### src/rtl/hififo_pkg.sv
// hififo_pkg: burst-reader state encoding and default sizing shared by the reader and its credit counter.
package hififo_pkg;
   typedef enum logic [1:0] {
      ST_IDLE  = 2'd0,
      ST_REQ   = 2'd1,
      ST_BURST = 2'd2
   } state_t;
   localparam int DEF_BURST = 16;
   localparam int DEF_CBITS = 24;
endpackage

### src/rtl/fifo_burst_credit.sv
// fifo_burst_credit: saturating host-credit counter; adds granted words and subtracts one burst per grant in the same cycle.
module fifo_burst_credit
   import hififo_pkg::*;
#(
   parameter int BURST = DEF_BURST,
   parameter int CBITS = DEF_CBITS
) (
   input  logic             clock,
   input  logic             reset,
   input  logic             i_add,
   input  logic [15:0]      i_words,
   input  logic             i_take,
   output logic [CBITS-1:0] o_credit,
   output logic             o_ge_burst
);
   // one spare bit above the wider operand so the sum can be seen overflowing before clamping
   localparam int SW = (CBITS > 16 ? CBITS : 16) + 1;
   localparam logic [SW-1:0] L_BURST = SW'(BURST);
   localparam logic [SW-1:0] L_MAX   = SW'({CBITS{1'b1}});
   logic [SW-1:0] w_sum;
   logic          w_take;
   assign o_ge_burst = o_credit >= CBITS'(BURST);
   assign w_take     = i_take && o_ge_burst;
   always_comb w_sum = SW'(o_credit) + (i_add ? SW'(i_words) : '0) - (w_take ? L_BURST : '0);
   always_ff @(posedge clock) begin
      if (reset) o_credit <= '0;
      else       o_credit <= w_sum > L_MAX ? L_MAX[CBITS-1:0] : w_sum[CBITS-1:0];
   end
endmodule

### src/rtl/fifo_burst_reader.sv
// fifo_burst_reader: drains an FWFT FIFO into credit-gated, arbiter-granted fixed-length bursts
// through a single registered output stage with downstream backpressure.
module fifo_burst_reader
   import hififo_pkg::*;
#(
   parameter int NBITS = 64,
   parameter int BURST = DEF_BURST,
   parameter int CBITS = DEF_CBITS
) (
   input  logic             clock,
   input  logic             reset,
   input  logic             enable,
   input  logic             credit_add,
   input  logic [15:0]      credit_words,
   input  logic [NBITS-1:0] f_data,
   input  logic             f_valid,
   input  logic             f_almost_empty,
   output logic             f_read,
   output logic             o_req,
   input  logic             o_gnt,
   output logic [NBITS-1:0] o_data,
   output logic             o_valid,
   output logic             o_last,
   input  logic             o_ready,
   output logic [CBITS-1:0] credit,
   output logic [31:0]      words_sent
);
   localparam int IW = $clog2(BURST + 1);
   localparam logic [IW-1:0] L_BURST = IW'(BURST);
   state_t        r_state;
   logic [IW-1:0] r_issued;
   logic          w_take;
   logic          w_accept;
   logic          w_ge_burst;
   assign w_take   = (r_state == ST_REQ) && o_gnt;
   assign w_accept = o_valid && o_ready;
   // pop only while the output slot is free or being emptied this cycle
   assign f_read   = (r_state == ST_BURST) && f_valid && (r_issued < L_BURST) && (!o_valid || o_ready);
   fifo_burst_credit #(.BURST(BURST), .CBITS(CBITS)) u_credit (
      .clock      (clock),
      .reset      (reset),
      .i_add      (credit_add),
      .i_words    (credit_words),
      .i_take     (w_take),
      .o_credit   (credit),
      .o_ge_burst (w_ge_burst)
   );
   always_ff @(posedge clock) begin
      if (reset) begin
         r_state    <= ST_IDLE;
         r_issued   <= '0;
         o_req      <= 1'b0;
         o_data     <= '0;
         o_valid    <= 1'b0;
         o_last     <= 1'b0;
         words_sent <= '0;
      end else begin
         if (w_accept) words_sent <= words_sent + 32'd1;
         case (r_state)
            ST_IDLE: if (enable && !f_almost_empty && w_ge_burst) begin
               r_state <= ST_REQ;
               o_req   <= 1'b1;
            end
            ST_REQ: if (o_gnt) begin
               r_state  <= ST_BURST;
               o_req    <= 1'b0;
               r_issued <= '0;
            end else if (!enable) begin
               r_state <= ST_IDLE;
               o_req   <= 1'b0;
            end
            ST_BURST: begin
               if (f_read) begin
                  o_data   <= f_data;
                  o_valid  <= 1'b1;
                  o_last   <= r_issued == L_BURST - 1'b1;
                  r_issued <= r_issued + 1'b1;
               end else if (w_accept) begin
                  o_valid <= 1'b0;
                  o_last  <= 1'b0;
               end
               if (w_accept && o_last) r_state <= ST_IDLE;
            end
            default: r_state <= ST_IDLE;
         endcase
      end
   end
endmodule

### config.mk
export PLATFORM = sky130hd
export DESIGN_NAME = fifo_burst_reader
export DESIGN_NICKNAME = d
export VERILOG_FILES = /design/src/rtl/hififo_pkg.sv /design/src/rtl/fifo_burst_credit.sv /design/src/rtl/fifo_burst_reader.sv
export SDC_FILE = /design/constraint.sdc
export NUM_CORES = 1
export LEC_CHECK = 0
export BUFFER_PORTS_ARGS = -buffer_cell sky130_fd_sc_hd__buf_2
export CORE_MARGIN = 2
export CORE_UTILIZATION = 55
export DETAILED_ROUTE_END_ITERATION = 16
export GPL_TIMING_DRIVEN = 0
export PLACE_DENSITY = 0.92
export RECOVER_POWER = 25
export SYNTH_ARGS = -nofsm -noshare
export SYNTH_HDL_FRONTEND = slang
export SYNTH_SLANG_ARGS = --single-unit
export TNS_END_PERCENT = 100
### constraint.sdc
create_clock -name clock -period 7.2 [get_ports clock]
set_input_delay 1.44 -clock clock [delete_from_list [all_inputs] [get_ports clock]]
set_output_delay 1.44 -clock clock [all_outputs]
set_load 0.01 [all_outputs]
# == Word level (Yosys, flattened, before mapping) ==
# Index checks and enable logic that the tools add are counted.
# W data, S select, Z words.
# word_totals
ff_bits,130
in_bits,88
out_inout_bits,124
wordCells,62
# classes
add_sub_neg,4
magnitude_cmp,3
eq_ne,8
n_mux,18
reduce_logical,21
# op_table
cell,count
$add A32 B1 Y32 const B,1
$add A24 B25 Y25,1
$gt A25 B24 Y1 const B,1
$sub A25 B25 Y25,1
$ge A24 B5 Y1 const B,1
$mux W24,1
$mux W16,1
$mux W5,3
$pmux W5 S2,1
$logic_and A1 B1 Y1,9
$reduce_and A3 Y1,3
$mux W2,4
$mux W1,6
$ne A2 B2 Y1 const B,3
$pmux W2 S3,1
$reduce_bool A2 Y1,3
$add A5 B1 Y5 const B,1
$eq A5 B4 Y1 const B,1
$lt A5 B5 Y1 const B,1
$reduce_and A2 Y1,2
$ne A3 B3 Y1 const B,1
$eq A2 B1 Y1 const B,1
$eq A2 B2 Y1 const B,1
$logic_not A1 Y1,2
other kinds (4),4

# == Logic depth before layout (Yosys ltp) ==
# Gate-level depths: netlist of the first run.
# logic_depth
depth_word,7
ltp_mapped,20
mapped_depth_nobuf,19

# == Cells and area by module ==
# Synthesis of the first run repeated with hierarchy kept, for this count alone.
# hier_totals
cells_unflattened,850
area_unflattened_um2,6780.3
# modules_own_cells
module,instances,cells_each,area_each_um2,seq_area_each_um2
fifo_burst_reader,1,522,4240.3,2122.0
fifo_burst_credit,1,328,2539.9,480.5

# == Least setup slack after synthesis of the first run ==
# OpenSTA, ideal clock, no wires.
# synth_path
path_type,input -> register
startpoint,in credit_add
endpoint,reg u_credit.o_credit[10]
setup_ns,0.143
arrival_ns,4.270
required_time_ns,7.057
setup_slack_ns,2.786
cell_stages,14
n_path_buf,2
cell_sequence,clkbuf_1 > nand2_1 > fa_1 > inv_1 > ha_1 > a21o_1 > a21oi_1 > a211oi_2 > o21ai_2 > a2111o_1 > a32oi_2 > xnor2_2 > buf_6 > a21oi_2
# synth_via
elab_chain_len,5
# synth_lines
element,line_no,text
start: declaration,fifo_burst_reader.sv:13,"input logic credit_add,"
$mux W16 *,fifo_burst_credit.sv:24,always_comb w_sum = SW'(o_credit) + (i_add ? SW'(i_words) : '0) - (w_take ? L_BURST : '0);
$add A24 B25 Y25 *,fifo_burst_credit.sv:24,
$sub A25 B25 Y25 *,fifo_burst_credit.sv:24,
$gt A25 B24 Y1,fifo_burst_credit.sv:27,else o_credit <= w_sum > L_MAX ? L_MAX[CBITS-1:0] : w_sum[CBITS-1:0];
$mux W24 *,fifo_burst_credit.sv:27,
end signal: assignment,fifo_burst_credit.sv:27,
end: declaration,fifo_burst_credit.sv:13,"output logic [CBITS-1:0] o_credit,"
# Mark *: on every way between the ends. The rest lies on a longest branch, timed or not.
# A chain may end at the register's enable or synchronous reset.

# == Final worst setup path of the first run ==
# layout_path
startpoint,reg u_credit.o_credit[16]
endpoint,reg u_credit.o_credit[10]
# layout_via
elab_chain_len,6
word_cells_on_any_way,7
classes_between,add/sub (2); order compare (2); mux (2); reduce/logical (1)
# layout_lines
element,line_no,text
$ge A24 B5 Y1,fifo_burst_credit.sv:22,assign o_ge_burst = o_credit >= CBITS'(BURST);
$logic_and A1 B1 Y1,fifo_burst_credit.sv:23,assign w_take = i_take && o_ge_burst;
$mux W5,fifo_burst_credit.sv:24,
$sub A25 B25 Y25 *,fifo_burst_credit.sv:24,
$gt A25 B24 Y1,fifo_burst_credit.sv:27,
$mux W24 *,fifo_burst_credit.sv:27,
# Marks and branches as above.

==> results of run 1 <==
final cells by class:
type,count,area [um2],area share
Clock buffer,18,429,0.0526
Timing Repair Buffer,211,986,0.121
Buffer,33,140,0.0172
Clock inverter,13,114,0.0140
Inverter,66,248,0.0304
Tap cell,143,179,0.0219
Multi-Input combinational cell,578,3460,0.424
Sequential cell,130,2600,0.319
Yosys cell counts, types with 5 or more instances:
| master | number |
|---|---|
| sky130_fd_sc_hd__and3_1 | 7 |
| sky130_fd_sc_hd__a21o_1 | 10 |
| sky130_fd_sc_hd__nor3_1 | 5 |
| sky130_fd_sc_hd__nor2b_1 | 5 |
| sky130_fd_sc_hd__nand2b_1 | 6 |
| sky130_fd_sc_hd__xor2_1 | 30 |
| sky130_fd_sc_hd__nand2_1 | 181 |
| sky130_fd_sc_hd__a21oi_1 | 99 |
| sky130_fd_sc_hd__clkbuf_1 | 27 |
| sky130_fd_sc_hd__dfxtp_1 | 130 |
| sky130_fd_sc_hd__xnor2_1 | 18 |
| sky130_fd_sc_hd__nor2_1 | 49 |
| sky130_fd_sc_hd__inv_1 | 65 |
| sky130_fd_sc_hd__or3_1 | 9 |
| sky130_fd_sc_hd__nand4_1 | 11 |
| sky130_fd_sc_hd__nand3_1 | 16 |
| sky130_fd_sc_hd__o21ai_0 | 16 |
| sky130_fd_sc_hd__a21oi_2 | 20 |
| sky130_fd_sc_hd__ha_1 | 47 |
state kept, by name, indices dropped and copies added, names as in the netlist:
name / count
o_last: 1
o_data: 64
u_credit.o_credit: 24
words_sent: 32
o_req: 1
r_state: 2
r_issued: 5
o_valid: 1
layer usage:
metal	track usage	vias up	wire, um
met4	0.136	0	665
met5	0	-	0
li1	-	3141	-
met3	0.0556	53	1060
met1	0.311	2884	7120
met2	0.495	243	8850
logic make-up (layout without fill, tap and decap cells):
kind of cell	count (synthesis)	in the layout	share of synthesized area
simple gates	302	302	0.202
compound gates	179	179	0.172
flops	130	130	0.404
buf+inv	99	341	0.0601
xor+xnor	49	49	0.0677
fa+ha+maj	48	48	0.0943
where the power goes:
part           leakage [nW]  switching (mW)  internal (mW)  total [mW]
logic                  2.25            1.01          0.716        1.73
registers              1.06          0.0640          0.807       0.871
clock network         0.266           0.322          0.472       0.794
worst register-to-register path: stages, from the launching register on:
cell and delay [ns]:
sky130_fd_sc_hd__dfxtp_1 0.33, sky130_fd_sc_hd__inv_1 0.09, sky130_fd_sc_hd__ha_1 0.18, sky130_fd_sc_hd__nor4b_1 0.43, sky130_fd_sc_hd__nand4_1 0.23, sky130_fd_sc_hd__nand2_1 0.11, sky130_fd_sc_hd__nand2_1 0.06, sky130_fd_sc_hd__a21boi_0 0.35
sky130_fd_sc_hd__nor2_1 0.12, sky130_fd_sc_hd__fa_1 0.52, sky130_fd_sc_hd__inv_1 0.04, sky130_fd_sc_hd__ha_1 0.36, sky130_fd_sc_hd__a21o_1 0.21, sky130_fd_sc_hd__a21oi_1 0.26, sky130_fd_sc_hd__a211oi_2 0.13, sky130_fd_sc_hd__o21ai_2 0.26
sky130_fd_sc_hd__a2111o_1 0.22, sky130_fd_sc_hd__a32oi_2 0.12, sky130_fd_sc_hd__xnor2_2 0.40, sky130_fd_sc_hd__buf_6 0.24, sky130_fd_sc_hd__a21oi_2 0.07
final timing paths:
path / from / to / slack, ns / cells after the start
setup reg to reg: u_credit.o_credit[16] / u_credit.o_credit[10] / 2.32 / 20
hold / removal: o_data[29] / o_data[29] / 0.45 / 2
setup / recovery: u_credit.o_credit[16] / u_credit.o_credit[10] / 2.32 / 20
hold reg to reg: o_data[29] / o_data[29] / 0.45 / 2
==> run summary, run 1 <==
======================================================================================
Buffers inserted by post-CTS timing repair ..............................            0
Die width ...............................................................       112 um
Final setup violation count .............................................            0
Arr. time, crit path ....................................................      5.15 ns
Final antenna diode count ...............................................            0
Most used cells in the layout excluding fill and tap cells .............. sky130_fd_sc_hd__nand2_1, sky130_fd_sc_hd__buf_2, sky130_fd_sc_hd__dfxtp_1
Avg Cell Area, Syn ......................................................     7.99 um2
Library cell contributing the largest single delay on the critical path . sky130_fd_sc_hd__fa_1
CTS Buf Count ...........................................................           17
Area contributors post-synth ............................................ sky130_fd_sc_hd__dfxtp_1, sky130_fd_sc_hd__nand2_1, sky130_fd_sc_hd__ha_1
Net count after synthesis ...............................................          943
Critical path, cell by cell ............................................. inv_1 > ha_1 > nor4b_1 > nand4_1 > nand2_1 > nand2_1 > a21boi_0 > nor2_1 > fa_1 > inv_1 > ha_1 > a21o_1 > a21oi_1 > a211oi_2 > o21ai_2 > a2111o_1 > a32oi_2 > xnor2_2 > buf_6 > a21oi_2
Max Root-Sink Buffers ...................................................            2
DRC violations left .....................................................            0
Die area ................................................................    12600 um2
Total power .............................................................      3.39 mW
Average wire per standard cell ..........................................      14.8 um
Total GRT Usage .........................................................        0.276
Number of maximum-capacitance violations ................................            0
Slew of the pin with the lowest slew margin .............................     0.748 ns
Buf/Inv on CP ...........................................................            3
Fraction of the cycle the final worst path needs ........................        0.678
Number of filler instances in the final layout ..........................          913
Pre-CTS WS ..............................................................      2.13 ns
Number of hold-repair buffers added at the cts stage ....................            0
Input/output buffers ....................................................          211
Clk_lat worst skew ......................................................      0.41 ns
Yosys warnings ..........................................................            0
Max Fclk ................................................................      205 MHz
Post-DP Area ............................................................     7680 um2
WS Path Type ............................................................      reg2reg
Result of the run ....................................................... complete, no violations
Die Span Y ..............................................................       112 um
Area added between synthesis and finish .................................        26.5%
Clock tree root driver cell ............................................. sky130_fd_sc_hd__clkbuf_16
Half-perimeter wire length after detailed placement .....................     13300 um
First-pass detailed-route iteration total ...............................            5
Dpl cells ...............................................................         1161
Routed via count divided by cell count ..................................         5.30
Final min period ........................................................      4.88 ns
Worst path setup slack after routing ....................................      2.32 ns
Max-slew headroom .......................................................        0.501
Maximum clock skew at final layout ......................................   0.00996 ns
Layout Cells excl Fill ..................................................         1192
Number of nets with antenna violations after detailed routing ...........            0
Number of hold violations in the final report ...........................            0
Synth area leader ....................................................... sky130_fd_sc_hd__dfxtp_1
Count of flip-flops with a built-in enable after synthesis ..............            0
Hold Worst Slack ........................................................     0.451 ns
Number of global-route vias before repair ...............................         6105
Net count reported at finish ............................................         1173
Share of the core filled with cells .....................................        0.714
Pwr/cell area ...........................................................   416 nW/um2
Final wirelength ........................................................     17700 um
Post-route cell area ....................................................     8160 um2
Most common cell after layout, fill and taps aside ...................... sky130_fd_sc_hd__nand2_1
Count of mapped cells out of synthesis ..................................          807
Sequential-to-total area share from yosys stat ..........................        0.404
Overall overflow remaining after global route ...........................            0
WP data required ........................................................      7.46 ns
Static Leakage ..........................................................      3.58 nW
Peak VDD IR .............................................................     0.318 mV
Most used flip-flop cell after synthesis ................................ sky130_fd_sc_hd__dfxtp_1
Ratio of cells with drive above 1 in the final layout ...................        0.203
Final TNS setup .........................................................         0 ns
Unrepaired setup endpoints after global routing .........................        false
CTS clk-pin slew, worst paths ...........................................      0.06 ns
Post-synth top area share ...............................................        0.404
Row count ...............................................................           39
Drt first-iter violations ...............................................          448
First-pass GRT wire length ..............................................     28200 um
CP endpoint kind ........................................................         flop
Effective utilization at floorplan ......................................        0.565
Global placer's final weighted congestion ...............................        0.915
Largest fanout of any net on the critical path ..........................           10
Max Slew Vio Count ......................................................            0
Largest net degree at the start of global routing .......................           17
Initial antenna violation count .........................................            0
Maximum level of the CTS H-tree .........................................            4
Placeable core region ...................................................    11400 um2
Top-level port count ....................................................          212
Gate family responsible for the most delay along the worst path ......... compound AO/OA/AOI/OAI gates
Count of distinct cell types in the synthesized netlist .................           54
Cell area after synthesis ...............................................     6450 um2
Post-CTS sizing .........................................................            0
Vias ....................................................................         6321
Path type of the worst min-delay path ...................................      reg2reg
Post-synth ARST share ...................................................            0
CTS tree ................................................................        built
Number of register bits inferred by synthesis ...........................          130
Critical Path Source Type ...............................................         flop
Clock sink total ........................................................          130
Crit-path max cell delay ................................................      0.52 ns
======================================================================================
(Power assumes the default switching activity.)
==> run 2: changes to the inputs <==
--- a/config.mk
+++ b/config.mk
@@ -7,10 +7,10 @@
 export LEC_CHECK = 0
 export BUFFER_PORTS_ARGS = -buffer_cell sky130_fd_sc_hd__buf_2
 export CORE_MARGIN = 2
-export CORE_UTILIZATION = 55
+export CORE_UTILIZATION = 46
 export DETAILED_ROUTE_END_ITERATION = 16
 export GPL_TIMING_DRIVEN = 0
-export PLACE_DENSITY = 0.92
+export PLACE_DENSITY = 0.83
 export RECOVER_POWER = 25
 export SYNTH_ARGS = -nofsm -noshare
 export SYNTH_HDL_FRONTEND = slang
==> constraint.sdc (replaced) <==
create_clock -name clock -period 4 [get_ports clock]
set_input_delay 0.8 -clock clock [delete_from_list [all_inputs] [get_ports clock]]
set_output_delay 0.8 -clock clock [all_outputs]
set_load 0.01 [all_outputs]
==> run 2 against run 1 <==
  * The run now ends with negative setup slack left
  * Critical path depth shrank 1
  * Sequential power rose by 80%
  * Wire length increased by 0.33%
  * Flip-flop and latch count stayed put
  * First-iteration DRC count is 31% lower
  * Sequential share of layout area is 1.1 points lower
  * Core utilization decreased by 10 points
  * Design area increased by 3.7%
  * Non-clock buffer count is 15 higher
  * Critical endpoint is now u_credit.o_credit[12]
==> run summary, run 2 (same netlist as run 1, synthesis figures left out) <==
============================================================================
Number of filler instances in the final layout ................         1201   was 913
Final TNS setup ...............................................     -4.22 ns   was 0 ns
Layout Cells excl Fill ........................................         1244   was 1192
Hold worst-path end ...........................................   o_data[52]   was o_data[29]
Top-level port count ..........................................          212   unchanged
Global placer's final weighted congestion .....................        0.875   was 0.915
Ratio of cells with drive above 1 in the final layout .........        0.233   was 0.203
Drt first-iter violations .....................................          310   was 448
Largest fanout of any net on the critical path ................            6   was 10
Max Fclk ......................................................      239 MHz   was 205 MHz
First-pass GRT wire length ....................................     27700 um   was 28200 um
Clock sink total ..............................................          130   unchanged
Hold Crit Depth ...............................................            2   unchanged
Effective utilization at floorplan ............................        0.468   was 0.565
R2r endpoint .................................................. u_credit.o_credit[12]   was u_credit.o_credit[10]
Pre-CTS WS ....................................................    -0.654 ns   was 2.13 ns
Average wire per standard cell ................................      14.3 um   was 14.8 um
WP data required ..............................................      4.27 ns   was 7.46 ns
DRC violations left ...........................................            0   unchanged
Post-DP Area ..................................................     7730 um2   was 7680 um2
Vias ..........................................................         6336   was 6321
Path type of the worst min-delay path .........................      reg2reg   unchanged
CP startpoint ................................................. u_credit.o_credit[16]   unchanged
Max Root-Sink Buffers .........................................            2   unchanged
WS Path Type ..................................................      reg2reg   unchanged
CTS clk-pin slew, worst paths .................................      0.06 ns   about the same
Share of the core filled with cells ...........................        0.614   was 0.714
Post-route cell area ..........................................     8450 um2   was 8160 um2
Hold_sp .......................................................   o_data[52]   was o_data[29]
Part of the power in registers ................................        0.239   was 0.257
CTS Buf Count .................................................           17   unchanged
Overall overflow remaining after global route .................            0   unchanged
Arr. time, crit path ..........................................      4.46 ns   was 5.15 ns
First-pass detailed-route iteration total .....................            6   was 5
Placeable core region .........................................    13800 um2   was 11400 um2
Clk_lat worst skew ............................................      0.41 ns   about the same
Share of total power in combinational logic ...................        0.544   was 0.509
Critical Path Source Type .....................................         flop   unchanged
Max Slew Vio Count ............................................            0   unchanged
Routed via count divided by cell count ........................         5.09   was 5.30
Static Leakage ................................................      3.67 nW   was 3.58 nW
Final min period ..............................................      4.19 ns   was 4.88 ns
Fraction of the cycle the final worst path needs ..............         1.05   was 0.678
Register-to-Register Path Depth ...............................           19   was 20
Max-slew headroom .............................................        0.510   was 0.501
Die area ......................................................    15000 um2   was 12600 um2
Die width .....................................................       122 um   was 112 um
Switching power as a share of total power .....................        0.409   was 0.412
Number of nets with antenna violations after detailed routing .            0   unchanged
Number of global-route vias before repair .....................         6018   was 6105
Final antenna diode count .....................................            0   unchanged
Maximum level of the CTS H-tree ...............................            4   unchanged
Area added between synthesis and finish .......................        31.1%   was 26.5%
Result of the run ............................................. finished, violations left   was complete, no violations
CP endpoint kind ..............................................         flop   unchanged
Most common cell after layout, fill and taps aside ............ sky130_fd_sc_hd__nand2_1   unchanged
Switching power total .........................................      2.70 mW   was 1.40 mW
Slew of the pin with the lowest slew margin ...................     0.736 ns   was 0.748 ns
Largest net degree at the start of global routing .............           17   unchanged
Maximum clock skew at final layout ............................   0.00732 ns   was 0.00996 ns
Number of hold-repair buffers added at the cts stage ..........            0   unchanged
Violated checks ............................................... negative setup slack
Input/output buffers ..........................................          211   unchanged
Number of hold violations in the final report .................            0   unchanged
Final wirelength ..............................................     17800 um   was 17700 um
R2R Setup Slk .................................................     -0.19 ns   was 2.32 ns
Die Span Y ....................................................       122 um   was 112 um
Clock tree root driver cell ................................... sky130_fd_sc_hd__clkbuf_16   unchanged
Max reg flops .................................................           64   unchanged
Largest registers ............................................. o_data (64), words_sent (32), u_credit.o_credit (24)   unchanged
Number of maximum-capacitance violations ......................            0   unchanged
Net count reported at finish ..................................         1188   was 1173
Row count .....................................................           43   was 39
Total GRT Usage ...............................................        0.234   was 0.276
CTS tree ......................................................        built   unchanged
Half-perimeter wire length after detailed placement ...........     13200 um   was 13300 um
Final setup violation count ...................................           24   was 0
Clock group share of total power ..............................        0.217   was 0.234
Dpl cells .....................................................         1198   was 1161
Unrepaired setup endpoints after global routing ...............         true   was false
Register with the most flip-flops .............................       o_data   unchanged
Initial antenna violation count ...............................            0   unchanged
Worst path setup slack after routing ..........................    -0.188 ns   was 2.32 ns
Peak VDD IR ...................................................     0.552 mV   was 0.318 mV
Pwr/cell area .................................................   780 nW/um2   was 416 nW/um2
Startpoint of the lowest-slack register-to-register path ...... u_credit.o_credit[16]   unchanged
Most used cells in the layout excluding fill and tap cells .... sky130_fd_sc_hd__nand2_1, sky130_fd_sc_hd__buf_2, sky130_fd_sc_hd__dfxtp_1   unchanged
Internal power ................................................      3.90 mW   was 2.00 mW
============================================================================
-- run 2: cell types whose count changed in the layout (fill, tap and decap cells not counted), moves of 3 or more --
cell                      previous run  this run
sky130_fd_sc_hd__buf_2             156       159
sky130_fd_sc_hd__buf_4               0        13
sky130_fd_sc_hd__dfxtp_1           130       126
sky130_fd_sc_hd__dfxtp_2             0         4
sky130_fd_sc_hd__ha_1               47        44
sky130_fd_sc_hd__ha_4                0         3
sky130_fd_sc_hd__inv_1              65        60
sky130_fd_sc_hd__inv_2               0         5
-- run 2: layer usage --
| layer | GRT usage | wire (um) |
|---|---|---|
| met5 | 0 | 0 |
| met2 | 0.427 | 8890 |
| met1 | 0.264 | 7450 |
| met3 | 0.0548 | 1080 |
| met4 | 0.0876 | 333 |
-- run 2: layout make-up --
cell class                 instances  area [um2]  area share
buffer                            33         140      0.0166
clock buffer                      19         433      0.0512
clock inverter                    12         113      0.0133
inverter                          66         248      0.0293
multi-input combinational        578        3580       0.423
sequential                       130        2610       0.308
tap                              180         225      0.0266
timing repair buffer             226        1110       0.131
-- run 2: stage by stage --
step | total power, mW | hold slack, ns
after global routing | 7.04 | 0.472
after global placement | 4.60 | 0.439
after CTS | 6.49 | 0.451
final | 6.60 | 0.451
after detailed placement | 4.66 | 0.443
after floorplan | 3.97 | 0.457
-- run 2: power by group through the flow --
stage          Clock (mW)  Sequential, mW  Combinational [mW]
3_3_place_gp            0            1.58                3.02
4_1_cts              1.45            1.57                3.47
6_report             1.43            1.57                3.59
2_1_floorplan           0            1.63                2.34
3_5_place_dp            0            1.58                3.07
5_1_grt              1.53            1.60                3.92
-- run 2: worst max-delay path by stage --
| stage | to | slack [ns] | cells past startpoint |
|---|---|---|---|
| floorplan | u_credit.o_credit[10] | 0.03 | 20 |
| global placement | u_credit.o_credit[12] | -0.66 | 20 |
| CTS | u_credit.o_credit[12] | -0.19 | 20 |
| global route | u_credit.o_credit[12] | -0.39 | 19 |
| detailed placement | u_credit.o_credit[12] | -0.65 | 19 |
| finish | u_credit.o_credit[12] | -0.19 | 19 |
-- run 2: worst max-delay path, cell delays in order, from the launching register on --
cell                        delay, ns
sky130_fd_sc_hd__dfxtp_2         0.33
sky130_fd_sc_hd__inv_2           0.08
sky130_fd_sc_hd__ha_4            0.13
sky130_fd_sc_hd__nor4b_4         0.17
sky130_fd_sc_hd__nand4_1         0.21
sky130_fd_sc_hd__nand2_1         0.12
sky130_fd_sc_hd__nand2_1         0.07
sky130_fd_sc_hd__a21boi_2        0.17
sky130_fd_sc_hd__nor2_2          0.06
sky130_fd_sc_hd__fa_1            0.52
sky130_fd_sc_hd__inv_2           0.05
sky130_fd_sc_hd__ha_4            0.29
sky130_fd_sc_hd__o2111ai_4       0.15
sky130_fd_sc_hd__a211oi_2        0.35
sky130_fd_sc_hd__o21ai_2         0.11
sky130_fd_sc_hd__a2111o_1        0.46
sky130_fd_sc_hd__a32oi_4         0.30
sky130_fd_sc_hd__xnor2_4         0.21
sky130_fd_sc_hd__buf_6           0.19
sky130_fd_sc_hd__a21oi_2         0.06
-- run 2: repair_timing --
| item | in CTS | in global routing |
|---|---|---|
| setup buffers | 12 | 1 |
| resized for setup | 26 | 4 |
| setup endpoints to repair | 24 | 24 |
| pin swaps | 15 | 13 |
| cloned | 2 | 0 |
| endpoints found under the hold margin | 0 | 0 |
==> run 3: changes to the inputs <==
--- a/config.mk
+++ b/config.mk
@@ -7,10 +7,10 @@
 export LEC_CHECK = 0
 export BUFFER_PORTS_ARGS = -buffer_cell sky130_fd_sc_hd__buf_2
 export CORE_MARGIN = 2
-export CORE_UTILIZATION = 46
+export CORE_UTILIZATION = 45
 export DETAILED_ROUTE_END_ITERATION = 16
 export GPL_TIMING_DRIVEN = 0
-export PLACE_DENSITY = 0.83
+export PLACE_DENSITY = 0.81
 export RECOVER_POWER = 25
 export SYNTH_ARGS = -nofsm -noshare
 export SYNTH_HDL_FRONTEND = slang
==> run 3 against run 2 <==
  * The flow still finishes with violations (negative setup slack)
  * Combinational power increased by 5%
  * Wire length increased by 1.2%
  * Sequential power about the same
  * Fmax increased by 0.57%
  * Critical path depth increased by 2
  * Largest cell class unchanged
==> run summary, run 3 (same netlist as run 1, synthesis figures left out) <==
============================================================================
Final wirelength ..............................................     18000 um   was 17800 um
Total GRT Usage ...............................................        0.229   was 0.234
Most used cells in the layout excluding fill and tap cells .... sky130_fd_sc_hd__nand2_1, sky130_fd_sc_hd__buf_2, sky130_fd_sc_hd__dfxtp_1   unchanged
WS Path Type ..................................................      reg2reg   unchanged
Unrepaired setup endpoints after global routing ...............         true   unchanged
Initial antenna violation count ...............................            0   unchanged
Effective utilization at floorplan ............................        0.463   was 0.468
Routed via count divided by cell count ........................         5.09   about the same
Register with the most flip-flops .............................       o_data   unchanged
Number of nets with antenna violations after detailed routing .            0   unchanged
Max Fclk ......................................................      240 MHz   was 239 MHz
Max-slew headroom .............................................        0.516   was 0.510
Ratio of cells with drive above 1 in the final layout .........        0.239   was 0.233
Maximum level of the CTS H-tree ...............................            4   unchanged
Top-level port count ..........................................          212   unchanged
Vias ..........................................................         6336   unchanged
Number of hold-repair buffers added at the cts stage ..........            0   unchanged
Max reg flops .................................................           64   unchanged
Most common cell after layout, fill and taps aside ............ sky130_fd_sc_hd__nand2_1   unchanged
Max Slew Vio Count ............................................            0   unchanged
Largest net degree at the start of global routing .............           17   unchanged
Max Root-Sink Buffers .........................................            2   unchanged
Hold Worst Slack ..............................................     0.453 ns   was 0.451 ns
Number of global-route vias before repair .....................         5826   was 6018
CTS Buf Count .................................................           17   unchanged
Worst path setup slack after routing ..........................    -0.165 ns   was -0.188 ns
Die area ......................................................    15300 um2   was 15000 um2
Peak VDD IR ...................................................     0.555 mV   was 0.552 mV
Placeable core region .........................................    13900 um2   was 13800 um2
Final setup violation count ...................................           24   unchanged
Number of maximum-capacitance violations ......................            0   unchanged
Total power ...................................................      6.90 mW   was 6.60 mW
Row count .....................................................           43   unchanged
Pwr/cell area .................................................   807 nW/um2   was 780 nW/um2
Share of the core filled with cells ...........................        0.614   about the same
Largest fanout of any net on the critical path ................            5   was 6
Violated checks ............................................... negative setup slack   unchanged
Average wire per standard cell ................................      14.4 um   was 14.3 um
Input/output buffers ..........................................          211   unchanged
Final min period ..............................................      4.16 ns   was 4.19 ns
Net count reported at finish ..................................         1188   unchanged
Layout Cells excl Fill ........................................         1245   was 1244
Largest registers ............................................. o_data (64), words_sent (32), u_credit.o_credit (24)   unchanged
Number of hold violations in the final report .................            0   unchanged
Drt first-iter violations .....................................          284   was 310
Dpl cells .....................................................         1198   unchanged
Arr. time, crit path ..........................................      4.43 ns   was 4.46 ns
CP endpoint kind ..............................................         flop   unchanged
Final antenna diode count .....................................            0   unchanged
Slew of the pin with the lowest slew margin ...................     0.726 ns   was 0.736 ns
Result of the run ............................................. finished, violations left   unchanged
Maximum clock skew at final layout ............................   0.00807 ns   was 0.00732 ns
Die width .....................................................       124 um   was 122 um
Clk_lat worst skew ............................................      0.42 ns   was 0.41 ns
CTS clk-pin slew, worst paths .................................      0.06 ns   about the same
First-pass GRT wire length ....................................     27300 um   was 27700 um
Area added between synthesis and finish .......................        32.7%   was 31.1%
CTS tree ......................................................        built   unchanged
Die Span Y ....................................................       124 um   was 122 um
Clock sink total ..............................................          130   unchanged
Half-perimeter wire length after detailed placement ...........     13300 um   was 13200 um
WP data required ..............................................      4.27 ns   about the same
Overall overflow remaining after global route .................            0   unchanged
Static Leakage ................................................      3.72 nW   was 3.67 nW
Critical Path Source Type .....................................         flop   unchanged
First-pass detailed-route iteration total .....................            5   was 6
Clock tree root driver cell ................................... sky130_fd_sc_hd__clkbuf_16   unchanged
DRC violations left ...........................................            0   unchanged
Fraction of the cycle the final worst path needs ..............         1.04   was 1.05
Global placer's final weighted congestion .....................        0.887   was 0.875
Path type of the worst min-delay path .........................      reg2reg   unchanged
============================================================================
[run 3: changes by cell type in the layout (fill, tap and decap cells not counted), moves of 2 or more]
cell	delta
sky130_fd_sc_hd__clkinvlp_4	-2
sky130_fd_sc_hd__buf_4	-2
sky130_fd_sc_hd__buf_6	-2
sky130_fd_sc_hd__buf_8	+3
sky130_fd_sc_hd__clkbuf_1	-2
sky130_fd_sc_hd__inv_6	+4
sky130_fd_sc_hd__a21oi_2	+2
sky130_fd_sc_hd__a21oi_1	-2
sky130_fd_sc_hd__clkinv_2	-2
[run 3: path summary, 6_finish.rpt]
kind	from	endpoint	slack, ns	depth (start not counted)
worst max-delay path	u_credit.o_credit[19]	u_credit.o_credit[4]	-0.16	21
worst min register to register	o_data[3]	o_data[3]	0.45	2
worst min-delay path	o_data[3]	o_data[3]	0.45	2
worst max register to register	u_credit.o_credit[19]	u_credit.o_credit[4]	-0.16	21
[run 3: area by class of cell]
| class | instances | area (um2) |
|---|---|---|
| sequential | 130 | 2610 |
| clock buffer | 19 | 443 |
| timing repair buffer | 226 | 1130 |
| buffer | 33 | 148 |
| inverter | 66 | 248 |
| multi-input combinational | 578 | 3600 |
| tap | 180 | 225 |
| clock inverter | 13 | 150 |
| fill | 1252 | 5380 |
[run 3: power breakdown]
group / internal, mW / switching [mW] / leakage, nW
clock: 0.944 / 0.611 / 0.285
combinational: 1.72 / 2.04 / 2.38
sequential: 1.46 / 0.132 / 1.06
total: 4.12 / 2.78 / 3.72
[run 3: worst max-delay path: stages (launching register included)]
cell,delay (ns)
sky130_fd_sc_hd__dfxtp_2,0.33
sky130_fd_sc_hd__inv_2,0.07
sky130_fd_sc_hd__ha_4,0.13
sky130_fd_sc_hd__nor4b_4,0.20
sky130_fd_sc_hd__nand4_1,0.20
sky130_fd_sc_hd__nand2_1,0.12
sky130_fd_sc_hd__nand2_2,0.06
sky130_fd_sc_hd__a21boi_2,0.18
sky130_fd_sc_hd__nor2_2,0.08
sky130_fd_sc_hd__fa_1,0.52
sky130_fd_sc_hd__inv_2,0.05
sky130_fd_sc_hd__ha_4,0.28
sky130_fd_sc_hd__a21o_1,0.13
sky130_fd_sc_hd__a21oi_2,0.08
sky130_fd_sc_hd__a211oi_2,0.26
sky130_fd_sc_hd__o21ai_2,0.14
sky130_fd_sc_hd__a2111o_1,0.43
sky130_fd_sc_hd__a32oi_4,0.26
sky130_fd_sc_hd__xnor2_4,0.17
sky130_fd_sc_hd__buf_12,0.15
sky130_fd_sc_hd__buf_8,0.12
sky130_fd_sc_hd__a21oi_2,0.05
[run 3: repair_timing]
item,4_1_cts,5_1_grt
setup buffers,10,4
cloned,2,0
pin swaps,12,7
endpoints found under the setup margin,24,24
resized for setup,32,7
[run 3: stage by stage]
step	setup slack, ns	cell area, um2	setup TNS, ns
2_1_floorplan	0.0280	6450	0
3_3_place_gp	-0.748	7730	-16.96
3_5_place_dp	-0.727	7730	-16.48
4_1_cts	-0.213	8570	-4.99
5_1_grt	-0.319	8560	-6.88
6_report	-0.165	8560	-3.28
[run 3: layer usage]
layer,up-vias,GRT usage,wire length (um)
met5,-,0,0
met1,2900,0.264,7470
met4,0,0.0945,395
met2,214,0.405,8850
li1,3187,-,-
met3,35,0.0568,1260
